**src/rtl/uart_pkg.sv**
```systemverilog
// rtl/uart_pkg.sv - shared parity encodings and receiver FSM state type
package uart_pkg;

    localparam int PAR_NONE = 0;
    localparam int PAR_EVEN = 1;
    localparam int PAR_ODD  = 2;

    typedef enum logic [2:0] {
        IDLE,
        START,
        DATA,
        PARITY,
        STOP
    } rx_state_t;

endpackage

```
**src/rtl/uart_rx_fifo.sv**
```systemverilog
// rtl/uart_rx_fifo.sv - circular receive FIFO; a push into a full FIFO is accepted only alongside a pop
module uart_rx_fifo #(
    parameter int WIDTH = 8,
    parameter int DEPTH = 8
) (
    input  logic             clk,
    input  logic             rst,
    input  logic             push,
    input  logic [WIDTH-1:0] push_data,
    input  logic             pop,
    output logic [WIDTH-1:0] rd_data,
    output logic             valid,
    output logic             full
);

    localparam int AW = $clog2(DEPTH);
    localparam logic [AW:0] FULL_CNT = (AW+1)'(DEPTH);

    logic [WIDTH-1:0] mem [DEPTH];
    logic [AW-1:0]    wr_ptr;
    logic [AW-1:0]    rd_ptr;
    logic [AW:0]      count;
    logic             push_ok;
    logic             pop_ok;

    assign valid   = (count != '0);
    assign full    = (count == FULL_CNT);
    assign pop_ok  = pop && valid;
    assign push_ok = push && (!full || pop_ok);
    assign rd_data = valid ? mem[rd_ptr] : '0;

    // DEPTH is a power of two, so the pointers wrap by natural overflow
    always_ff @(posedge clk or posedge rst) begin
        if (rst) begin
            wr_ptr <= '0;
            rd_ptr <= '0;
            count  <= '0;
        end else begin
            if (push_ok) wr_ptr <= wr_ptr + AW'(1);
            if (pop_ok)  rd_ptr <= rd_ptr + AW'(1);
            count <= count + {{AW{1'b0}}, push_ok} - {{AW{1'b0}}, pop_ok};
        end
    end

    always_ff @(posedge clk) begin
        if (push_ok) mem[wr_ptr] <= push_data;
    end

endmodule

```
**src/rtl/uart_rx_cfg.sv**
```systemverilog
// rtl/uart_rx_cfg.sv - configurable UART receiver; define UART_RX_FIFO_EN for a FIFO instead of one holding register
module uart_rx_cfg #(
    parameter int DATA_BITS   = 8,
    parameter int PARITY_MODE = 0,
    parameter int STOP_BITS   = 1,
    parameter int OVERSAMPLE  = 16,
    parameter int FIFO_DEPTH  = 8
) (
    input  logic       clk,
    input  logic       rst,
    input  logic       tick,
    input  logic       rx,
    input  logic       rd_en,
    input  logic       clr_err,
    output logic       rx_valid,
    output logic [7:0] rx_data,
    output logic       rx_done,
    output logic       parity_err,
    output logic       frame_err,
    output logic       overrun,
    output logic       rx_busy
);

    import uart_pkg::*;

    localparam int CW = $clog2(OVERSAMPLE);
    localparam logic [CW-1:0] MID_CNT   = CW'(OVERSAMPLE / 2 - 1);
    localparam logic [CW-1:0] BIT_CNT   = CW'(OVERSAMPLE - 1);
    localparam logic [2:0]    LAST_DATA = 3'(DATA_BITS - 1);
    localparam logic          LAST_STOP = 1'(STOP_BITS - 1);
    localparam logic          ODD_PAR   = (PARITY_MODE == PAR_ODD);

    if (DATA_BITS < 5 || DATA_BITS > 8 || STOP_BITS < 1 || STOP_BITS > 2 ||
        (PARITY_MODE != PAR_NONE && PARITY_MODE != PAR_EVEN && PARITY_MODE != PAR_ODD) ||
        OVERSAMPLE < 8 || OVERSAMPLE > 32 || (OVERSAMPLE % 2) != 0 ||
        FIFO_DEPTH < 2 || FIFO_DEPTH > 64 || (FIFO_DEPTH & (FIFO_DEPTH - 1)) != 0) begin : g_bad_cfg
        $error("uart_rx_cfg: illegal parameter set");
    end

    rx_state_t     state, state_nxt;
    logic          rx_meta, rx_sync;
    logic [CW-1:0] cnt, cnt_nxt;
    logic [2:0]    bit_idx, bit_nxt;
    logic          stop_idx, stop_nxt;
    logic [7:0]    shreg, shreg_nxt;
    logic          perr_acc, perr_nxt;
    logic          ferr_acc, ferr_nxt;
    logic          frame_end;
    logic          pop, full, drop;

    always_ff @(posedge clk or posedge rst) begin
        if (rst) begin
            rx_meta    <= 1'b1;
            rx_sync    <= 1'b1;
            state      <= IDLE;
            cnt        <= '0;
            bit_idx    <= '0;
            stop_idx   <= 1'b0;
            shreg      <= '0;
            perr_acc   <= 1'b0;
            ferr_acc   <= 1'b0;
            rx_done    <= 1'b0;
            parity_err <= 1'b0;
            frame_err  <= 1'b0;
        end else begin
            rx_meta    <= rx;
            rx_sync    <= rx_meta;
            state      <= state_nxt;
            cnt        <= cnt_nxt;
            bit_idx    <= bit_nxt;
            stop_idx   <= stop_nxt;
            shreg      <= shreg_nxt;
            perr_acc   <= perr_nxt;
            ferr_acc   <= ferr_nxt;
            rx_done    <= frame_end;
            parity_err <= frame_end && perr_nxt;
            frame_err  <= frame_end && ferr_nxt;
        end
    end

    // After the start midpoint every sample lands a full bit period later
    always_comb begin
        state_nxt = state;
        cnt_nxt   = cnt;
        bit_nxt   = bit_idx;
        stop_nxt  = stop_idx;
        shreg_nxt = shreg;
        perr_nxt  = perr_acc;
        ferr_nxt  = ferr_acc;
        frame_end = 1'b0;
        unique case (state)
            IDLE: begin
                if (!rx_sync) begin
                    state_nxt = START;
                    cnt_nxt   = '0;
                    bit_nxt   = '0;
                    stop_nxt  = 1'b0;
                    shreg_nxt = '0;
                    perr_nxt  = 1'b0;
                    ferr_nxt  = 1'b0;
                end
            end
            START: begin
                if (tick) begin
                    if (cnt == MID_CNT) begin
                        cnt_nxt   = '0;
                        state_nxt = rx_sync ? IDLE : DATA;
                    end else begin
                        cnt_nxt = cnt + CW'(1);
                    end
                end
            end
            DATA: begin
                if (tick) begin
                    if (cnt == BIT_CNT) begin
                        cnt_nxt            = '0;
                        shreg_nxt[bit_idx] = rx_sync;
                        bit_nxt            = bit_idx + 3'd1;
                        if (bit_idx == LAST_DATA)
                            state_nxt = (PARITY_MODE != PAR_NONE) ? PARITY : STOP;
                    end else begin
                        cnt_nxt = cnt + CW'(1);
                    end
                end
            end
            PARITY: begin
                if (tick) begin
                    if (cnt == BIT_CNT) begin
                        cnt_nxt   = '0;
                        perr_nxt  = rx_sync ^ (^shreg) ^ ODD_PAR;
                        state_nxt = STOP;
                    end else begin
                        cnt_nxt = cnt + CW'(1);
                    end
                end
            end
            STOP: begin
                if (tick) begin
                    if (cnt == BIT_CNT) begin
                        cnt_nxt = '0;
                        if (!rx_sync) ferr_nxt = 1'b1;
                        if (stop_idx == LAST_STOP) begin
                            frame_end = 1'b1;
                            state_nxt = IDLE;
                        end else begin
                            stop_nxt = stop_idx + 1'b1;
                        end
                    end else begin
                        cnt_nxt = cnt + CW'(1);
                    end
                end
            end
            default: state_nxt = IDLE;
        endcase
    end

    assign rx_busy = (state != IDLE);
    assign pop     = rd_en && rx_valid;
    assign drop    = rx_done && full && !pop;

    // shreg is still intact in the rx_done cycle; it is only cleared on the next START entry
`ifdef UART_RX_FIFO_EN
    uart_rx_fifo #(
        .WIDTH (8),
        .DEPTH (FIFO_DEPTH)
    ) u_fifo (
        .clk       (clk),
        .rst       (rst),
        .push      (rx_done),
        .push_data (shreg),
        .pop       (pop),
        .rd_data   (rx_data),
        .valid     (rx_valid),
        .full      (full)
    );
`else
    logic [7:0] hold_data;
    logic       hold_valid;

    always_ff @(posedge clk or posedge rst) begin
        if (rst) begin
            hold_data  <= '0;
            hold_valid <= 1'b0;
        end else if (rx_done && (!hold_valid || pop)) begin
            hold_data  <= shreg;
            hold_valid <= 1'b1;
        end else if (pop) begin
            hold_valid <= 1'b0;
        end
    end

    assign full     = hold_valid;
    assign rx_valid = hold_valid;
    assign rx_data  = hold_valid ? hold_data : '0;
`endif

    always_ff @(posedge clk or posedge rst) begin
        if (rst)          overrun <= 1'b0;
        else if (drop)    overrun <= 1'b1;
        else if (clr_err) overrun <= 1'b0;
    end

endmodule

```
**config.mk**
```make
export PLATFORM = sky130hd
export DESIGN_NAME = uart_rx_cfg
export DESIGN_NICKNAME = d
export VERILOG_FILES = /design/src/rtl/uart_pkg.sv /design/src/rtl/uart_rx_fifo.sv /design/src/rtl/uart_rx_cfg.sv
export SDC_FILE = /design/constraint.sdc
export NUM_CORES = 1
export LEC_CHECK = 0
export CELL_PAD_IN_SITES_DETAIL_PLACEMENT = 0
export CELL_PAD_IN_SITES_GLOBAL_PLACEMENT = 1
export CORE_ASPECT_RATIO = 0.75
export CORE_MARGIN = 4
export CORE_UTILIZATION = 30
export CTS_BUF_LIST = sky130_fd_sc_hd__clkbuf_16
export CTS_CLUSTER_SIZE = 28
export DETAILED_ROUTE_END_ITERATION = 12
export PLACE_DENSITY_LB_ADDON = 0.12
export SKIP_CTS_REPAIR_TIMING = 1
export SLEW_MARGIN = 20
export SYNTH_ARGS = -nofsm -noshare
export SYNTH_HDL_FRONTEND = slang
export SYNTH_SLANG_ARGS = --single-unit
```
**constraint.sdc**
```tcl
create_clock -name clk -period 2.3 [get_ports clk]
set_input_delay 0.46 -clock clk [delete_from_list [all_inputs] [get_ports clk]]
set_output_delay 0.46 -clock clk [all_outputs]
set_load 0.005 [all_outputs]
```
==> reports/qor.log, run 1 <==
qor: clocking.clock-root-buffer clkbuf_16
qor: setup_path.path_depth 2
qor: yosys.synth_area_per_cell 10.5 µm²
qor: clocking.clock_path_buffers 2
qor: placement.place.gp.congestion 0.764
qor: global_route.pin_count_of_the_biggest_net_entering_global_routing 36
qor: final_layout.synthToLayoutAreaGrowth 26.7%
qor: yosys.ys_async_sr_fraction 100%
qor: drt.drt_drc 0
qor: final_layout.n_antenna_cell 0
qor: power.sw_frac_of_total 28.5%
qor: power.p_switching 0.624 mW
qor: power.power.share.combinational 22.6%
qor: setup_path.path_class reg2out
qor: power.clock_power_share 39.1%
qor: placement.io_buffer_count 19
qor: die.die_width 97.0 µm
qor: die.std_cell_core_area 0.00580 mm²
qor: drt.ant_nets 0
qor: final_layout.drive_above_1_share 14.6%
qor: power.vdd.ir_drop.worst 0.387 mV
qor: setup_path.timing.critical_path.required 1.84 ns
qor: power.p_leak 0.990 nW
qor: drt.detailroute.via_count 1324
qor: power.total_power 2.19 mW
qor: power.seq_power_share 38.2%
qor: final_layout.leading_cell_types_in_the_layout_fill_and_taps_excluded dfrtp_1 (33), clkdlybuf4s50_1 (19), o21ai_1 (12)
qor: setup_path.crit-reg2reg-capture shreg[6]
qor: setup_path.worst_setup_path_start_kind flip-flop
qor: hold_path.type_of_the_worst_min_delay_path reg2reg
qor: final_layout.final_net_count 200
qor: setup_path.worst-endpoint-arrival 1.62 ns
qor: yosys.synth_fp_nets 179
qor: yosys.ys.warnings.count 0
qor: global_route.grt_util_all_layers 11.2%
qor: die.num_io_pins 20
qor: clocking.cts.sinks 35
qor: clocking.htree_levels 2
qor: run_status.status finished clean
qor: clocking.cts_tree built
qor: die.die_area 0.00725 mm²
qor: final_layout.layout.cells.most_common dfrtp_1
qor: global_route.grt_antenna_before_repair 0
qor: die.rows 24
qor: die.floorplan.die.height 74.8 µm
qor: yosys.synthesis.area 0.00178 mm²
qor: timing.final_setup_violation_count 0
qor: power.p_int 1.56 mW
qor: setup_path.setup.reg_to_reg.worst_slack 0.36 ns
qor: timing.finalCritPeriodShare 90.6%
qor: final_layout.n_fill_cell 567
qor: run.maxCapViolCount 0
qor: setup_path.timing.critical_path.slowest_cell_delay 0.50 ns
qor: drt.routed_wire_length_per_instance 13.8 µm
qor: power.power_density 969 mW/mm²
qor: placement.preCtsSetupSlack 0.0516 ns
qor: timing.timing.slew.headroom 47.1%
qor: timing.setup_slack 0.217 ns
qor: global_route.number_of_global_route_vias_before_repair 1228
qor: setup_path.critical_path.max_fanout 6
qor: yosys.synth_enable_flop_cells 0
qor: setup_path.reg2reg_from cnt[0]
qor: yosys.synth-seq-area-share 49.3%
qor: clocking.worst_skew_pair.late_latency 0.28 ns
qor: clocking.cts_made_buffers 5
qor: timing.rsz_0062_raised_after_global_routing false
qor: yosys.synth_cells 170
qor: global_route.grt_overflow 0
qor: global_route.first_pass_grt_wire_length 6280 µm
qor: timing.timing.setup.tns 0 ns
qor: die.start_util 30.8%
qor: timing.tightestPinTransition 0.789 ns
qor: clocking.clk_transition_reported_paths 0.05 ns
qor: setup_path.worst_r2r_path_depth 5
qor: timing.fin_crit 2.08 ns
qor: setup_path.path_buf_inv 1
qor: drt.route.detailed.vias_per_inst 4.90
qor: timing.final_max_slew_viol_count 0
qor: setup_path.worst_setup_path_end_kind primary output
qor: timing.timing.final.hold_violations 0
qor: yosys.yosys.cell_types.count 45
qor: drt.wirelength 3730 µm
qor: placement.hpwl 2650 µm
qor: timing.achievable-frequency 0.480 GHz
qor: yosys.ys_dominant_reg_cell dfrtp_1
qor: hold_path.worstHoldEndpoint rx_sync
qor: setup_path.critPathTopFamily buffers and inverters
qor: hold_path.min_from rx_meta
qor: drt.drtPass1Iterations 4
qor: setup_path.timing.critical_path.cells or3_1, clkdlybuf4s50_1
qor: timing.clock-skew-final 0.00587 ns
qor: setup_path.crit_path_max_delay_cell_type clkdlybuf4s50_1
qor: drt.detailedRoute.firstIterationViolations 75
qor: hold_path.holdPathStages 0
qor: yosys.synth.ff_latch_count 35
## cell families (layout without fill, tap and decap cells)
logic type / after synthesis / in the layout / synth area share (%)
xor gates and xnor gates: 7 / 7 / 4.21
adders and majority gates: 3 / 3 / 2.11
buffers and inverters: 18 / 40 / 4.07
and+or+nand+nor: 49 / 49 / 16.4
muxes: 12 / 12 / 7.44
DFF: 35 / 35 / 49.3
AOI/OAI and AO/OA: 46 / 46 / 16.5
## worst max-delay path by stage
stage	start	to	slack [ns]
after global routing	state[1]	rx_busy	0.15
after global placement	tick	shreg[7]	0.09
after floorplan	state[1]	state[2]	0.63
final	state[1]	rx_busy	0.22
after CTS	state[1]	rx_busy	0.21
after detailed placement	tick	shreg[6]	0.05
## stage by stage
| step | utilization (%) | hold WS [ns] | instances | instance area [µm²] |
|---|---|---|---|---|
| final | 39.0 | 0.358 | 270 | 2260 |
| after floorplan | - | 0.345 | 170 | 1780 |
| after global routing | 39.0 | 0.361 | 270 | 2260 |
| after CTS | 39.0 | 0.361 | 270 | 2260 |
| after detailed placement | 35.7 | 0.353 | 262 | 2070 |
| after global placement | 35.7 | 0.346 | 262 | 2070 |
## per-layer routing
metal / GRT usage, % / wire, µm / up-vias
met4: 4.67 / 44 / 0
li1: - / - / 651
met2: 16.1 / 1570 / 37
met3: 4.17 / 214 / 5
met1: 15.1 / 1900 / 631
met5: 0 / 0 / -
## flip-flops by register name, indices dropped and copies added, names as in the netlist
register,count
bit_idx,3
cnt,4
ferr_acc,1
frame_err,1
hold_data,8
overrun,1
parity_err,1
perr_acc,1
rx_done,1
rx_meta,1
rx_sync,1
rx_valid,1
shreg,8
state,3
## cells in the mapped netlist, types with 2 or more instances
master | instances | area, µm²
mux2i_1 | 2 | 20.0
mux2_2 | 9 | 101
o21ai_1 | 12 | 60.1
a31oi_1 | 5 | 31.3
dfstp_2 | 2 | 52.6
o21ai_0 | 9 | 45.0
a21o_1 | 2 | 15.0
xnor2_1 | 6 | 52.6
nand2_1 | 7 | 26.3
a22o_1 | 2 | 17.5
and2_1 | 9 | 56.3
dfrtp_1 | 33 | 826
nor3b_1 | 6 | 45.0
inv_1 | 7 | 26.3
nand3_1 | 6 | 30.0
nand2b_1 | 4 | 25.0
buf_2 | 4 | 20.0
o21a_1 | 3 | 22.5
nor3_1 | 3 | 15.0
nor2_1 | 5 | 18.8
clkbuf_1 | 6 | 22.5
a21oi_1 | 3 | 15.0
ha_1 | 3 | 37.5
## cell type report
type	instances	area (µm²)	share of cell area, %
Timing Repair Buffer	25	235	10.4
Multi-Input combinational cell	117	832	36.8
Clock buffer	5	125	5.54
Inverter	7	26.3	1.16
Clock inverter	3	63.8	2.83
Tap cell	78	97.6	4.32
Sequential cell	35	878	38.9
## power by group through the flow
| stage | Combinational [mW] | Clock, mW | Sequential (mW) |
|---|---|---|---|
| after floorplan | 0.449 | 0 | 0.769 |
| after global placement | 0.490 | 0 | 0.843 |
| after detailed placement | 0.496 | 0 | 0.845 |
| after CTS | 0.499 | 0.877 | 0.835 |
| after global routing | 0.568 | 0.919 | 0.851 |
| final | 0.495 | 0.857 | 0.837 |
Power figures use the tool's default switching activity.
==> inputs of run 2 (changes only) <==
--- a/config.mk
+++ b/config.mk
@@ -13,7 +13,7 @@
 export CTS_BUF_LIST = sky130_fd_sc_hd__clkbuf_16
 export CTS_CLUSTER_SIZE = 28
 export DETAILED_ROUTE_END_ITERATION = 12
-export PLACE_DENSITY_LB_ADDON = 0.12
+export PLACE_DENSITY_LB_ADDON = 0.1
 export SKIP_CTS_REPAIR_TIMING = 1
 export SLEW_MARGIN = 20
 export SYNTH_ARGS = -nofsm -noshare
==> reports/qor.log, run 2 (same netlist as run 1, synthesis figures left out) <==
qor: power.vdd.ir_drop.worst 0.549 mV
qor: hold_path.type_of_the_worst_min_delay_path reg2reg
qor: global_route.grt_util_all_layers 12.1%
qor: global_route.pin_count_of_the_biggest_net_entering_global_routing 24
qor: placement.hpwl 2870 µm
qor: final_layout.layout.cells.most_common dfrtp_1
qor: timing.timing.final.hold_violations 0
qor: timing.clock-skew-final 0.00354 ns
qor: run.maxCapViolCount 0
qor: final_layout.drive_above_1_share 14.1%
qor: setup_path.path_class in2reg
qor: clocking.clock_path_buffers 2
qor: global_route.grt_antenna_before_repair 0
qor: power.p_leak 0.976 nW
qor: drt.wirelength 3950 µm
qor: setup_path.critical_path.max_fanout 11
qor: clocking.cts.sinks 35
qor: final_layout.final_net_count 200
qor: final_layout.n_antenna_cell 0
qor: timing.finalHoldWorstSlack 0.353 ns
qor: setup_path.timing.critical_path.cells clkdlybuf4s50_1, and4_1, o211ai_1, o21ai_0, o21ai_1
qor: drt.ant_nets 0
qor: final_layout.reg.largest.list hold_data x8, shreg x8, cnt x4
qor: timing.finalCritPeriodShare 90.4%
qor: setup_path.timing.critical_path.required 2.50 ns
qor: drt.drt_drc 0
qor: final_layout.finished_layout_cells 270
qor: power.power_density 886 mW/mm²
qor: timing.rsz_0062_raised_after_global_routing false
qor: timing.achievable-frequency 0.481 GHz
qor: setup_path.crit_path_max_delay_cell_type o211ai_1
qor: clocking.htree_levels 2
qor: die.std_cell_core_area 0.00580 mm²
qor: final_layout.synthToLayoutAreaGrowth 24.5%
qor: drt.detailedRoute.firstIterationViolations 47
qor: setup_path.worst_setup_path_end_kind flip-flop
qor: die.rows 24
qor: placement.place.gp.congestion 0.730
qor: timing.timing.slew.headroom 43.0%
qor: final_layout.n_fill_cell 576
qor: run_status.status finished clean
qor: timing.fin_crit 2.08 ns
qor: die.floorplan.die.height 74.8 µm
qor: drt.routed_wire_length_per_instance 14.6 µm
qor: global_route.grt_overflow 0
qor: clocking.clock-root-buffer clkbuf_16
qor: final_layout.final_util 38.3%
qor: drt.detailroute.via_count 1329
qor: global_route.first_pass_grt_wire_length 6780 µm
qor: power.total_power 1.97 mW
qor: clocking.clk_transition_reported_paths 0.05 ns
qor: timing.tightestPinTransition 0.852 ns
qor: setup_path.setup.reg_to_reg.worst_slack 0.25 ns
qor: setup_path.worst-endpoint-arrival 2.28 ns
qor: clocking.cts_made_buffers 5
qor: final_layout.leading_cell_types_in_the_layout_fill_and_taps_excluded dfrtp_1 (33), clkdlybuf4s50_1 (19), o21ai_1 (12)
qor: timing.final_setup_violation_count 0
qor: clocking.cts_tree built
qor: die.num_io_pins 20
qor: drt.drtPass1Iterations 4
qor: placement.post-place-cells 262
qor: clocking.worst_skew_pair.late_latency 0.27 ns
qor: drt.route.detailed.vias_per_inst 4.92
qor: die.die_width 97.0 µm
qor: die.die_area 0.00725 mm²
qor: die.start_util 30.8%
qor: placement.io_buffer_count 19
qor: setup_path.worst_setup_path_start_kind primary input
qor: timing.final_max_slew_viol_count 0
qor: global_route.number_of_global_route_vias_before_repair 1296
qor: setup_path.timing.critical_path.slowest_cell_delay 0.69 ns
-- run 2: worst paths after layout --
check,from,to,cells after the start
min reg2reg,rx_meta,rx_sync,0
min in group asynchronous,rst,cnt[3],2
max in group asynchronous,rst,hold_data[5],3
max,tick,shreg[5],5
min,rx_meta,rx_sync,0
max reg2reg,cnt[0],shreg[5],5
-- run 2: metrics by stage --
stage	instance area, µm²	setup WS (ns)	setup TNS, ns
6_report	2220	0.221	0
5_1_grt	2220	0.0469	0
2_1_floorplan	1780	0.627	0
3_3_place_gp	2080	0.0480	0
3_5_place_dp	2080	-0.00161	-0.00161
4_1_cts	2220	0.204	0
-- run 2: worst max-delay path, delay by kind of cell --
family / cells / cell delay [ns]
buffers and inverters: 1 / 0.49
AO/OA/AOI/OAI: 3 / 1.04
AND/OR/NAND/NOR: 1 / 0.28
-- run 2: final cells by class --
type                    count  area (µm²)  area share [%]
flip-flops and latches     35         878            39.6
multi-input cells         117         832            37.5
repair buffers             25         248            11.2
clock buffers               5         125            5.64
well taps                  78        97.6            4.40
inverters                   7        26.3            1.18
clock inverters             3        12.5           0.564
-- run 2: metal layers --
layer | wire, µm | vias to the layer above | track usage (%)
met4 | 46 | 0 | 5.45
met2 | 1580 | 25 | 16.3
met1 | 2160 | 639 | 17.8
li1 | - | 660 | -
met3 | 166 | 5 | 3.24
met5 | 0 | - | 0
-- run 2: report_power, final --
group          switching (mW)  internal, mW  total, mW
clock                   0.235         0.391      0.625
combinational           0.258         0.246      0.504
sequential              0.131         0.705      0.836
